===== src/rtl/mul_share_arbiter_if.sv =====
// Bundle of the requester, multiplier and result signals of mul_share_arbiter.
//   master : requester/multiplier side (drives requests and mul_result)
//   slave  : the arbiter (drives grants, operands, results and busy)
// Signals:
//   issue_en   global issue enable
//   req_valid  per-requester operand valid        req_ready  one-hot grant
//   req_a      packed 10-bit operands (i*10)      req_b      packed 18-bit operands (i*18)
//   mul_a/b    registered multiplier operands     mul_result multiplier product
//   res_valid  one-hot result strobe              res_data   product
//   res_id     owner index of res_data            busy       any tag in flight
interface mul_share_arbiter_if #(
  parameter int N   = 4,
  parameter int IDW = 2
);
  logic              issue_en;
  logic [N-1:0]      req_valid;
  logic [N*10-1:0]   req_a;
  logic [N*18-1:0]   req_b;
  logic [N-1:0]      req_ready;
  logic [9:0]        mul_a;
  logic [17:0]       mul_b;
  logic [27:0]       mul_result;
  logic [N-1:0]      res_valid;
  logic [27:0]       res_data;
  logic [IDW-1:0]    res_id;
  logic              busy;

  modport master (
    output issue_en, req_valid, req_a, req_b, mul_result,
    input  req_ready, mul_a, mul_b, res_valid, res_data, res_id, busy
  );

  modport slave (
    input  issue_en, req_valid, req_a, req_b, mul_result,
    output req_ready, mul_a, mul_b, res_valid, res_data, res_id, busy
  );
endinterface


===== src/rtl/mul_share_arbiter.sv =====
// Shares one external pipelined 10x18 multiplier (LAT cycles) among N
// requesters. One request is granted per cycle (round-robin or fixed
// priority), its operands are registered onto mul_a/mul_b, and a tag
// pipeline of LAT+1 stages carries the requester id so that each product is
// returned, in issue order, with a one-hot res_valid.
// Ports:
//   clk  system clock
//   rst  synchronous active-high reset
//   bus  mul_share_arbiter_if slave modport (requests, operands, results)
module mul_share_arbiter #(
  parameter int N         = 4,
  parameter int IDW       = 2,
  parameter int LAT       = 4,
  parameter int PRIO_MODE = 0
) (
  input  logic                 clk,
  input  logic                 rst,
  mul_share_arbiter_if.slave   bus
);

  logic [N-1:0]   cand;
  logic [N-1:0]   grant;
  logic [IDW-1:0] gidx;
  logic [IDW-1:0] idx;
  logic           gfound;
  logic [9:0]     a_sel;
  logic [17:0]    b_sel;

  logic [IDW-1:0] rr_ptr_q;
  logic [9:0]     mul_a_q;
  logic [17:0]    mul_b_q;
  logic [LAT:0]   tag_vld_q;
  logic [IDW-1:0] tag_id_q [LAT+1];
  logic [N-1:0]   res_valid_q;
  logic [27:0]    res_data_q;
  logic [IDW-1:0] res_id_q;

  // Grant search: round-robin scans upward from rr_ptr with wrap, fixed
  // priority scans from index 0. First candidate found wins.
  always_comb begin
    cand   = bus.req_valid & {N{bus.issue_en}};
    gidx   = '0;
    idx    = '0;
    gfound = 1'b0;
    for (int unsigned k = 0; k < N; k++) begin
      idx = (PRIO_MODE != 0) ? IDW'(k) : IDW'((32'(rr_ptr_q) + k) % N);
      if (!gfound && cand[idx]) begin
        gfound = 1'b1;
        gidx   = idx;
      end
    end
    grant = gfound ? (N'(1) << gidx) : '0;
    a_sel = '0;
    b_sel = '0;
    for (int unsigned k = 0; k < N; k++) begin
      if (grant[k]) begin
        a_sel = bus.req_a[k*10 +: 10];
        b_sel = bus.req_b[k*18 +: 18];
      end
    end
  end

  always_ff @(posedge clk) begin
    if (rst) begin
      rr_ptr_q    <= '0;
      mul_a_q     <= '0;
      mul_b_q     <= '0;
      tag_vld_q   <= '0;
      for (int unsigned k = 0; k <= LAT; k++) tag_id_q[k] <= '0;
      res_valid_q <= '0;
      res_data_q  <= '0;
      res_id_q    <= '0;
    end else begin
      // A grant is always a subset of req_valid, so gfound is the handshake.
      tag_vld_q[0] <= gfound;
      if (gfound) begin
        mul_a_q     <= a_sel;
        mul_b_q     <= b_sel;
        tag_id_q[0] <= gidx;
        rr_ptr_q    <= IDW'((32'(gidx) + 1) % N);
      end
      for (int unsigned k = 1; k <= LAT; k++) begin
        tag_vld_q[k] <= tag_vld_q[k-1];
        tag_id_q[k]  <= tag_id_q[k-1];
      end
      if (tag_vld_q[LAT]) begin
        res_data_q  <= bus.mul_result;
        res_id_q    <= tag_id_q[LAT];
        res_valid_q <= N'(1) << tag_id_q[LAT];
      end else begin
        res_valid_q <= '0;
      end
    end
  end

  assign bus.req_ready = grant;
  assign bus.mul_a     = mul_a_q;
  assign bus.mul_b     = mul_b_q;
  assign bus.res_valid = res_valid_q;
  assign bus.res_data  = res_data_q;
  assign bus.res_id    = res_id_q;
  assign bus.busy      = |tag_vld_q;

endmodule


===== src/flat_wrapper.sv =====
// flat-port wrapper written by rule: the top's interface ports become plain ports
module mul_share_arbiter_flat 
#(
  parameter int N         = 4,
  parameter int IDW       = 2,
  parameter int LAT       = 4,
  parameter int PRIO_MODE = 0
)
  (clk, rst, bus_issue_en, bus_req_valid, bus_req_a, bus_req_b, bus_mul_result, bus_req_ready, bus_mul_a, bus_mul_b, bus_res_valid, bus_res_data, bus_res_id, bus_busy);
  mul_share_arbiter_if #(.N(N), .IDW(IDW)) bus_i ();
  input  logic clk;
  input  logic rst;
  input wire logic [$bits(bus_i.issue_en)-1:0] bus_issue_en;
  input wire logic [$bits(bus_i.req_valid)-1:0] bus_req_valid;
  input wire logic [$bits(bus_i.req_a)-1:0] bus_req_a;
  input wire logic [$bits(bus_i.req_b)-1:0] bus_req_b;
  input wire logic [$bits(bus_i.mul_result)-1:0] bus_mul_result;
  output wire logic [$bits(bus_i.req_ready)-1:0] bus_req_ready;
  output wire logic [$bits(bus_i.mul_a)-1:0] bus_mul_a;
  output wire logic [$bits(bus_i.mul_b)-1:0] bus_mul_b;
  output wire logic [$bits(bus_i.res_valid)-1:0] bus_res_valid;
  output wire logic [$bits(bus_i.res_data)-1:0] bus_res_data;
  output wire logic [$bits(bus_i.res_id)-1:0] bus_res_id;
  output wire logic [$bits(bus_i.busy)-1:0] bus_busy;
  assign bus_i.issue_en = bus_issue_en;
  assign bus_i.req_valid = bus_req_valid;
  assign bus_i.req_a = bus_req_a;
  assign bus_i.req_b = bus_req_b;
  assign bus_i.mul_result = bus_mul_result;
  assign bus_req_ready = bus_i.req_ready;
  assign bus_mul_a = bus_i.mul_a;
  assign bus_mul_b = bus_i.mul_b;
  assign bus_res_valid = bus_i.res_valid;
  assign bus_res_data = bus_i.res_data;
  assign bus_res_id = bus_i.res_id;
  assign bus_busy = bus_i.busy;
  mul_share_arbiter #(.N(N), .IDW(IDW), .LAT(LAT), .PRIO_MODE(PRIO_MODE)) u_core (.clk(clk), .rst(rst), .bus(bus_i));
endmodule

===== config.mk =====
export PLATFORM = sky130hd
export DESIGN_NAME = mul_share_arbiter_flat
export DESIGN_NICKNAME = d
export VERILOG_FILES = /design/src/rtl/mul_share_arbiter_if.sv /design/src/rtl/mul_share_arbiter.sv /design/src/flat_wrapper.sv
export SDC_FILE = /design/constraint.sdc
export NUM_CORES = 1
export LEC_CHECK = 0
export CORE_MARGIN = 2
export CORE_UTILIZATION = 25
export DETAILED_ROUTE_END_ITERATION = 6
export PLACE_DENSITY = 0.68
export SYNTH_ARGS = -nofsm -noshare
export SYNTH_HDL_FRONTEND = slang
export SYNTH_SLANG_ARGS = --single-unit

===== constraint.sdc =====
create_clock -name clk -period 6.3 [get_ports clk]
set_input_delay 1.89 -clock clk [delete_from_list [all_inputs] [get_ports clk]]
set_output_delay 1.89 -clock clk [all_outputs]
set_load 0.01 [all_outputs]

======== Yosys cells after proc, flatten, opt, wreduce, memory -nomap -nowiden ========
Memory sizes are Yosys's and may differ from the RTL's.
Index checks and enable logic that the tools add are counted.
storage, ports and cells
  register bits after elaboration ......... 69
  bits in writable memories ............... 10
  input port bits ......................... 147
  output and inout bits ................... 67
  logic and storage cells ................. 69
  memories ................................ 1
memories
  name             words  bits a word  rd ports  clocked after Yosys merged registers in  write ports  line                     RTL
  u_core.tag_id_q  5      2            5         0                                        5            mul_share_arbiter.sv:33  logic [IDW-1:0] tag_id_q [LAT+1];
operators by class
  add/sub/neg operators ................... 4
  $lt $le $gt $ge ......................... 4
  shift-type cells ........................ 2
  muxes and demuxes ....................... 36
  bitwise gates (word level) .............. 7
  reduce and logical (&&, ||, !) cells .... 8
operators by type and width
  kind                 number
  $mux 18              4
  $mux 10              4
  $mux 2               9
  $mux 1               14
  $lt 2x3->1 const B   4
  $bmux 1 s2           4
  $shl 1x2->4 const A  2
  $or 1x1->1           5
  $reduce_or 5->1      1
  $add 2x1->2 const B  2
  $add 2x2->2 const B  2
  $and 4x4->4          1
  $mux 4               1
  $logic_and 1x1->1    3
  $logic_not 1->1      3
  $reduce_or 2->1      1
  $not 1->1            1

======== Logic depth before layout (Yosys ltp) ========
Gate-level depths: netlist of the first run.
  word-level depth ........................ 19
  depth in mapped cells ................... 12
  mapped depth without buffers ............ 9

======== Worst setup path before layout of the first run ========
No wires, ideal clock.
  path kind ............................... input to output
  from .................................... input port bus_req_valid[0]
  to ...................................... output port bus_req_ready[1]
  arrival time ............................ 3.346 ns
  required time ........................... 4.410 ns
  setup slack ............................. 1.064 ns
  cell stages on the path ................. 7
  buffers on the path ..................... 1
  path through ............................ or4b_4 -> o221ai_2 -> inv_1 -> ha_1 -> inv_1 -> clkbuf_1 -> nor2_1
between the ends
  cells in the longest elaborated chain, start to end .. 15
RTL lines
  element                       line                     RTL
  start, declared               flat_wrapper.sv:14       input wire logic [$bits(bus_i.req_valid)-1:0] bus_req_valid;
  $and 4x4->4 *                 mul_share_arbiter.sv:41  cand = bus.req_valid & {N{bus.issue_en}};
  $bmux 1 s2                    mul_share_arbiter.sv:47  if (!gfound && cand[idx]) begin
  $mux 1 (not written as such)  mul_share_arbiter.sv:47
  $mux 1                        mul_share_arbiter.sv:47
  $logic_not 1->1               mul_share_arbiter.sv:47
  $logic_and 1x1->1             mul_share_arbiter.sv:47
  $mux 1                        mul_share_arbiter.sv:47
  $logic_not 1->1               mul_share_arbiter.sv:47
  $logic_and 1x1->1             mul_share_arbiter.sv:47
  $mux 1                        mul_share_arbiter.sv:47
  $logic_not 1->1               mul_share_arbiter.sv:47
  $logic_and 1x1->1             mul_share_arbiter.sv:47
  $mux 2 *                      mul_share_arbiter.sv:47
  named net u_core.gidx[1]      mul_share_arbiter.sv:23  logic [IDW-1:0] gidx;
  $shl 1x2->4 *                 mul_share_arbiter.sv:52  grant = gfound ? (N'(1) << gidx) : '0;
  $mux 4 *                      mul_share_arbiter.sv:52
  end, declared                 flat_wrapper.sv:18       output wire logic [$bits(bus_i.req_ready)-1:0] bus_req_ready;
The timed path passes the listed nets; every way through them passes the cells marked *. The select of a mux whose other input is x is not followed.

======== Worst setup path in the final report of the first run ========
  from .................................... input port bus_req_valid[0]
  to ...................................... output port bus_req_ready[3]
The elaborated chain is that of the path after synthesis.

==> out/qor.txt, run 1 <==
final hold vios - 0
yosys warns - 0
Inserted Diodes - 0
post-CTS resize count - 0
DRT Pass-1 Iters - 4
CTS tree - built
crit-path max cell delay - 0.57 ns
power consumption - 1.46 mW
fillers - 1,405
HPWL after DPL - 9290 um
commonest non-fill, non-tap cell in the layout - clkdlybuf4s50_1
die area - 0.0156 mm^2
die height - 125 um
CP cell instances - clkdlybuf4s50_1 -> or4b_4 -> a21oi_2 -> o311a_2 -> ha_1 -> inv_1 -> nor2_1 -> clkdlybuf4s50_1
Global Route Usage Sum - 0.159
worst path required time - 4.41 ns
Final Cycle Share - 0.964
post-synthesis area per instance - 8.79 um^2
Worst-Skew Late Latency - 0.34 ns
DP Area - 0.00600 mm^2
final design area excluding fillers - 0.00630 mm^2
I/O Pins - 214
Post-DRT Antenna Nets - 0
CTS sink count - 79
clock root buffer master - clkbuf_16
clk_skew - 0.00796 ns
commonest non-fill, non-tap cells in the layout - 212 x clkdlybuf4s50_1, 68 x dfxtp_1, 60 x nand2_1
storage element area - 0.00168 mm^2
max_slew headroom - 0.372
cell count of the worst hold path - 2
row count - 44
CP max-delay cell - clkdlybuf4s50_1
ys flop type - dfxtp_1
Die Width - 125 um
Yosys cell types - 35
first-pass GRT wire length - 20,100 um
multi-input logic area - 0.00182 mm^2
outcome - finished, final reports clean
Port Buffers - 213
pwr dens - 231 mW/mm^2
total gr overflow - 0
CP most frequent cell - clkdlybuf4s50_1
P&R area growth vs syn - 72.3%
RSZ-0062 raised after global routing - false
final setup fails - 0
crit path max fanout - 4
WL final - 12,300 um
DR vias/cell - 4.77
vias in the first global route - 4,099
Starting DRT DRC Count - 101
Max Transition Viols Final - 0
# DRC - 0
worst reg2reg path depth - 10
clk slew on worst S/H paths - 0.06 ns
nature of the critical path endpoint - output pin
number of buffers created by CTS - 9
initial antenna violation count - 0
routability cong. - 0.766
Slew @ Worst Pin - 0.942 ns
EDFF count, synth - 10
fmax - 0.165 GHz
Period minus WS final - 6.07 ns
Finished Core Util - 0.437
Total Neg Setup Slack - 0 ns
Nets - 775
Starting Density - 0.254
Yosys reg bits - 79
Mapped Area - 0.00366 mm^2
buffer depth of the longest clock path - 2
CTS Hold Bufs - 0
sequential element share of the synthesized area - 0.460
critical path data arrival time - 4.18 ns
Max VDD drop - 0.140 mV
asr flop ratio synth - 0
Post-Syn Instances - 416
Min Hold Slack - 0.453 ns
layout cells sized above 1 - 0.0652
via count - 3,881
wire per inst - 15.2 um
max-cap viol count - 0
H-tree Lvls - 3
largest net degree at the start of global routing - 49
Post-CTS Setup Bufs - 0
Core ar. - 0.0144 mm^2
nature of the critical path startpoint - input port
kind of critical path - input port to output pin
P_leak - 2.21 nW
Hold Crit Class - flip-flop to flip-flop
[critical path: cells and delay by family]
kind	cells	cell delay, ns
AO/OA/AOI/OAI	2	0.37
adder cells (fa/ha/maj)	1	0.21
buffers and inverters	3	1.06
AND/OR/NAND/NOR	2	0.66
[layout make-up]
type,count,share of cell area
repair buffers,228,0.355
multi-input cells,299,0.289
flip-flops and latches,79,0.267
clock buffers,10,0.0379
well taps,184,0.0365
clock inverters,6,0.0103
inverters,7,0.00417
[power by group]
group          leakage (nW)  total (mW)  internal (mW)  switching [mW]
Sequential            0.665       0.558          0.541          0.0176
Clock                 0.154       0.535          0.319           0.216
Combinational          1.39       0.362          0.197           0.164
[kinds of logic after synthesis]
logic type | count (synthesis) | synth area share
AND/OR/NAND/NOR | 159 | 0.196
other | 1 | 0.00103
multiplexers | 29 | 0.0794
flip-flops | 79 | 0.460
AO/OA/AOI/OAI | 99 | 0.196
buffers and inverters | 45 | 0.0541
adder cells (fa/ha/maj) | 4 | 0.0137
[cells in the mapped netlist, types with 2 or more instances]
cell | instances | area (um^2)
clkbuf_1 | 19 | 71.3
dfxtp_1 | 69 | 1380
nand3_1 | 29 | 145
edfxtp_1 | 10 | 300
nand3b_1 | 2 | 15.0
nor3_1 | 3 | 15.0
mux2i_1 | 29 | 290
ha_1 | 4 | 50.1
o22ai_1 | 28 | 175
nor2_1 | 40 | 150
nand2_1 | 60 | 225
nand2b_1 | 6 | 37.5
buf_2 | 17 | 85.1
inv_1 | 6 | 22.5
a311o_1 | 28 | 280
o21ai_0 | 3 | 15.0
a21oi_1 | 31 | 155
nor2b_1 | 15 | 93.8
[stage by stage]
step / cells / setup slack [ns]
6_report: 813 / 0.229
5_1_grt: 813 / 0.0606
4_1_cts: 813 / 0.219
3_5_place_dp: 797 / 0.228
3_3_place_gp: 797 / 0.259
2_1_floorplan: 423 / 1.06
[final timing paths]
check | endpoint | slack [ns] | startpoint
worst min register to register | u_core.bus.mul_a[3]$_SDFFE_PP0P_ | 0.45 | u_core.bus.mul_a[3]$_SDFFE_PP0P_
worst max-delay path | bus_req_ready[3] | 0.23 | bus_req_valid[0]
worst max register to register | u_core.bus.mul_b[16]$_SDFFE_PP0P_ | 3.42 | u_core.rr_ptr_q[0]$_SDFFE_PP0P_
worst min-delay path | u_core.bus.mul_a[3]$_SDFFE_PP0P_ | 0.45 | u_core.bus.mul_a[3]$_SDFFE_PP0P_
[sequential cells by signal, summed over array words and instances, names as in the netlist]
signal	flops
u_core.bus.res_data	28
u_core.bus.res_id	2
u_core.rr_ptr_q	2
u_core.tag_vld_q	5
u_core.bus.res_valid	4
u_core.tag_id_q	10
u_core.bus.mul_a	10
u_core.bus.mul_b	18
[per-layer routing]
metal  GRT usage  part of all wire
met5           0                 0
met4      0.0536             0.015
met1       0.175              0.40
met2       0.283              0.48
met3      0.0565              0.10
(Power assumes the default switching activity.)
==> inputs of run 2 (changes only) <==
- SLEW_MARGIN: not set -> 10
==> results of run 2 <==
Final layout, timing and power as in run 1 (identical DEF).
==> inputs of run 3 (changes only) <==
- CORE_MARGIN: 2 -> 8
- SETUP_SLACK_MARGIN: not set -> 0.4
==> out/qor.txt, run 3 (same netlist as run 1, synthesis figures left out) <==
Critical Path Sink - bus_req_ready[2]
Top delay family on crit path - buffers and inverters
WL final - 13,500 um (+10%)
Inserted Diodes - 0 (unchanged)
I/O Pins - 214 (unchanged)
pwr dens - 226 mW/mm^2 (-2.1%)
die area - 0.0188 mm^2 (+20%)
CTS Hold Bufs - 0 (unchanged)
Worst-Skew Late Latency - 0.34 ns (about the same)
worst flop-to-flop path endpoint - u_core.bus.mul_b[9]$_SDFFE_PP0P_
Hold Crit Class - flip-flop to flip-flop
max-cap viol count - 0 (unchanged)
Crit. path cell count - 9 (+1)
Final Cycle Share - 0.929 (-0.0351)
nature of the critical path endpoint - output pin
layout cells sized above 1 - 0.0637 (-0.00149)
Global Route Usage Sum - 0.136 (-0.0225)
Finished Core Util - 0.437 (about the same)
Worst Slack Setup Final - 0.450 ns (+0.221 ns)
wire per inst - 16.7 um (+10%)
power consumption - 1.42 mW (-2.1%)
die height - 137 um (+9.6%)
Port Buffers - 213 (unchanged)
vias in the first global route - 4,054 (-1.1%)
Total Neg Setup Slack - 0 ns (unchanged)
CP cell instances - clkdlybuf4s50_1 -> or4b_4 -> a21oi_2 -> o311a_4 -> inv_2 -> ha_1 -> inv_1 -> nor2_1 -> dlygate4sd2_1
Starting DRT DRC Count - 199 (+97%)
Post-DRT Antenna Nets - 0 (unchanged)
first-pass GRT wire length - 20,200 um (+0.55%)
RSZ-0062 raised after global routing - true
Period minus WS final - 5.85 ns (-0.221 ns)
Core ar. - 0.0144 mm^2 (unchanged)
max reg flops - 28 (unchanged)
Die Width - 137 um (+9.6%)
clock root buffer master - clkbuf_16
via count - 3,904 (+0.59%)
number of buffers created by CTS - 9 (unchanged)
Max Transition Viols Final - 0 (unchanged)
Crit. Startpoint - bus_issue_en
critical path data arrival time - 3.96 ns (-0.22 ns)
commonest non-fill, non-tap cells in the layout - 208 x clkdlybuf4s50_1, 68 x dfxtp_1, 60 x nand2_1
HPWL after DPL - 10,400 um (+12%)
routability cong. - 0.804 (+5.0%)
RR Startpoint - u_core.rr_ptr_q[0]$_SDFFE_PP0P_
max_slew headroom - 0.373 (+0.00128)
crit path max fanout - 4 (unchanged)
CP max-delay cell - or4b_4
clk_skew - 0.0106 ns (+0.00268 ns)
Nets - 774 (-0.13%)
# DRC - 0 (unchanged)
row count - 44 (unchanged)
initial antenna violation count - 0 (unchanged)
crit-path max cell delay - 0.50 ns (-0.07 ns)
total gr overflow - 0 (unchanged)
CTS tree - built
worst reg2reg path depth - 10 (unchanged)
worst path required time - 4.41 ns (about the same)
Setup WS pre-CTS - 0.216 ns (-0.0117 ns)
CP bufs+invs - 4 (+1)
Starting Density - 0.254 (unchanged)
Slew @ Worst Pin - 0.940 ns (-0.00193 ns)
commonest non-fill, non-tap cell in the layout - clkdlybuf4s50_1
fmax - 0.171 GHz (+3.8%)
Max VDD drop - 0.129 mV (-7.6%)
outcome - finished, final reports clean
nature of the critical path startpoint - input port
kind of critical path - input port to output pin
P_leak - 2.21 nW (-0.22%)
Reg2Reg Setup Slack - 3.35 ns (-0.07 ns)
largest net degree at the start of global routing - 45 (-8.2%)
final hold vios - 0 (unchanged)
Inst Count DP - 796 (-0.13%)
H-tree Lvls - 3 (unchanged)
clk slew on worst S/H paths - 0.06 ns (about the same)
buffer depth of the longest clock path - 2 (unchanged)
Post-CTS Setup Bufs - 0 (unchanged)
DR vias/cell - 4.81 (+0.72%)
fin cells - 812 (-0.12%)
final setup fails - 0 (unchanged)
CTS sink count - 79 (unchanged)
DRT Pass-1 Iters - 4 (unchanged)
P&R area growth vs syn - 72.3% (about the same)
-- run 3: where the power goes --
group          internal, mW  switching [mW]  leakage [nW]
clock network         0.291           0.213         0.139
logic                 0.197           0.166          1.40
registers             0.541          0.0170         0.665
-- run 3: area by class of cell --
cell class                      instances  area, um^2
Clock inverter                          5        38.8
Timing Repair Buffer                  227        2230
Fill cell                            1428        8120
Clock buffer                           11         253
Inverter                                7        26.3
Multi-Input combinational cell        299        1840
Sequential cell                        79        1680
Tap cell                              184         230
-- run 3: metal layers --
metal / track usage / vias to the layer above / wire (um)
met4: 0.0549 / 0 / 283
met5: 0 / - / 0
met1: 0.143 / 1790 / 5410
li1: - / 1899 / -
met3: 0.0778 / 23 / 1910
met2: 0.220 / 192 / 5950
-- run 3: worst min-delay path by stage --
stage,start,end,slack [ns],depth (start not counted)
2_1_floorplan,u_core.tag_vld_q[3]$_SDFF_PP0_,u_core.tag_vld_q[4]$_SDFF_PP0_,0.44,1
3_3_place_gp,u_core.bus.mul_b[3]$_SDFFE_PP0P_,u_core.bus.mul_b[3]$_SDFFE_PP0P_,0.44,2
3_5_place_dp,u_core.bus.mul_b[11]$_SDFFE_PP0P_,u_core.bus.mul_b[11]$_SDFFE_PP0P_,0.45,2
4_1_cts,u_core.bus.mul_b[11]$_SDFFE_PP0P_,u_core.bus.mul_b[11]$_SDFFE_PP0P_,0.45,2
5_1_grt,u_core.bus.mul_b[11]$_SDFFE_PP0P_,u_core.bus.mul_b[11]$_SDFFE_PP0P_,0.46,2
6_report,u_core.bus.mul_b[10]$_SDFFE_PP0P_,u_core.bus.mul_b[10]$_SDFFE_PP0P_,0.45,2
-- run 3: worst reg2reg max path, cell delays in order (launching register included) --
cell and delay (ns):
dfxtp_1 0.40, or4b_4 0.60, a21oi_2 0.16, o311a_4 0.24
inv_2 0.06, ha_1 0.23, nand2b_1 0.19, buf_4 0.34
o22ai_1 0.18, a311o_1 0.36, a21oi_1 0.12
-- run 3: what timing repair did --
action                     4_1_cts  5_1_grt
resized for setup                5        3
pin swaps                        0        0
setup endpoints to repair        4        3
-- run 3: per-stage QoR --
| stage | hold WS [ns] | area [um^2] |
|---|---|---|
| after floorplan | 0.439 | 3680 |
| after global placement | 0.443 | 5990 |
| after detailed placement | 0.446 | 5990 |
| after CTS | 0.455 | 6290 |
| after global routing | 0.464 | 6300 |
| final | 0.452 | 6300 |
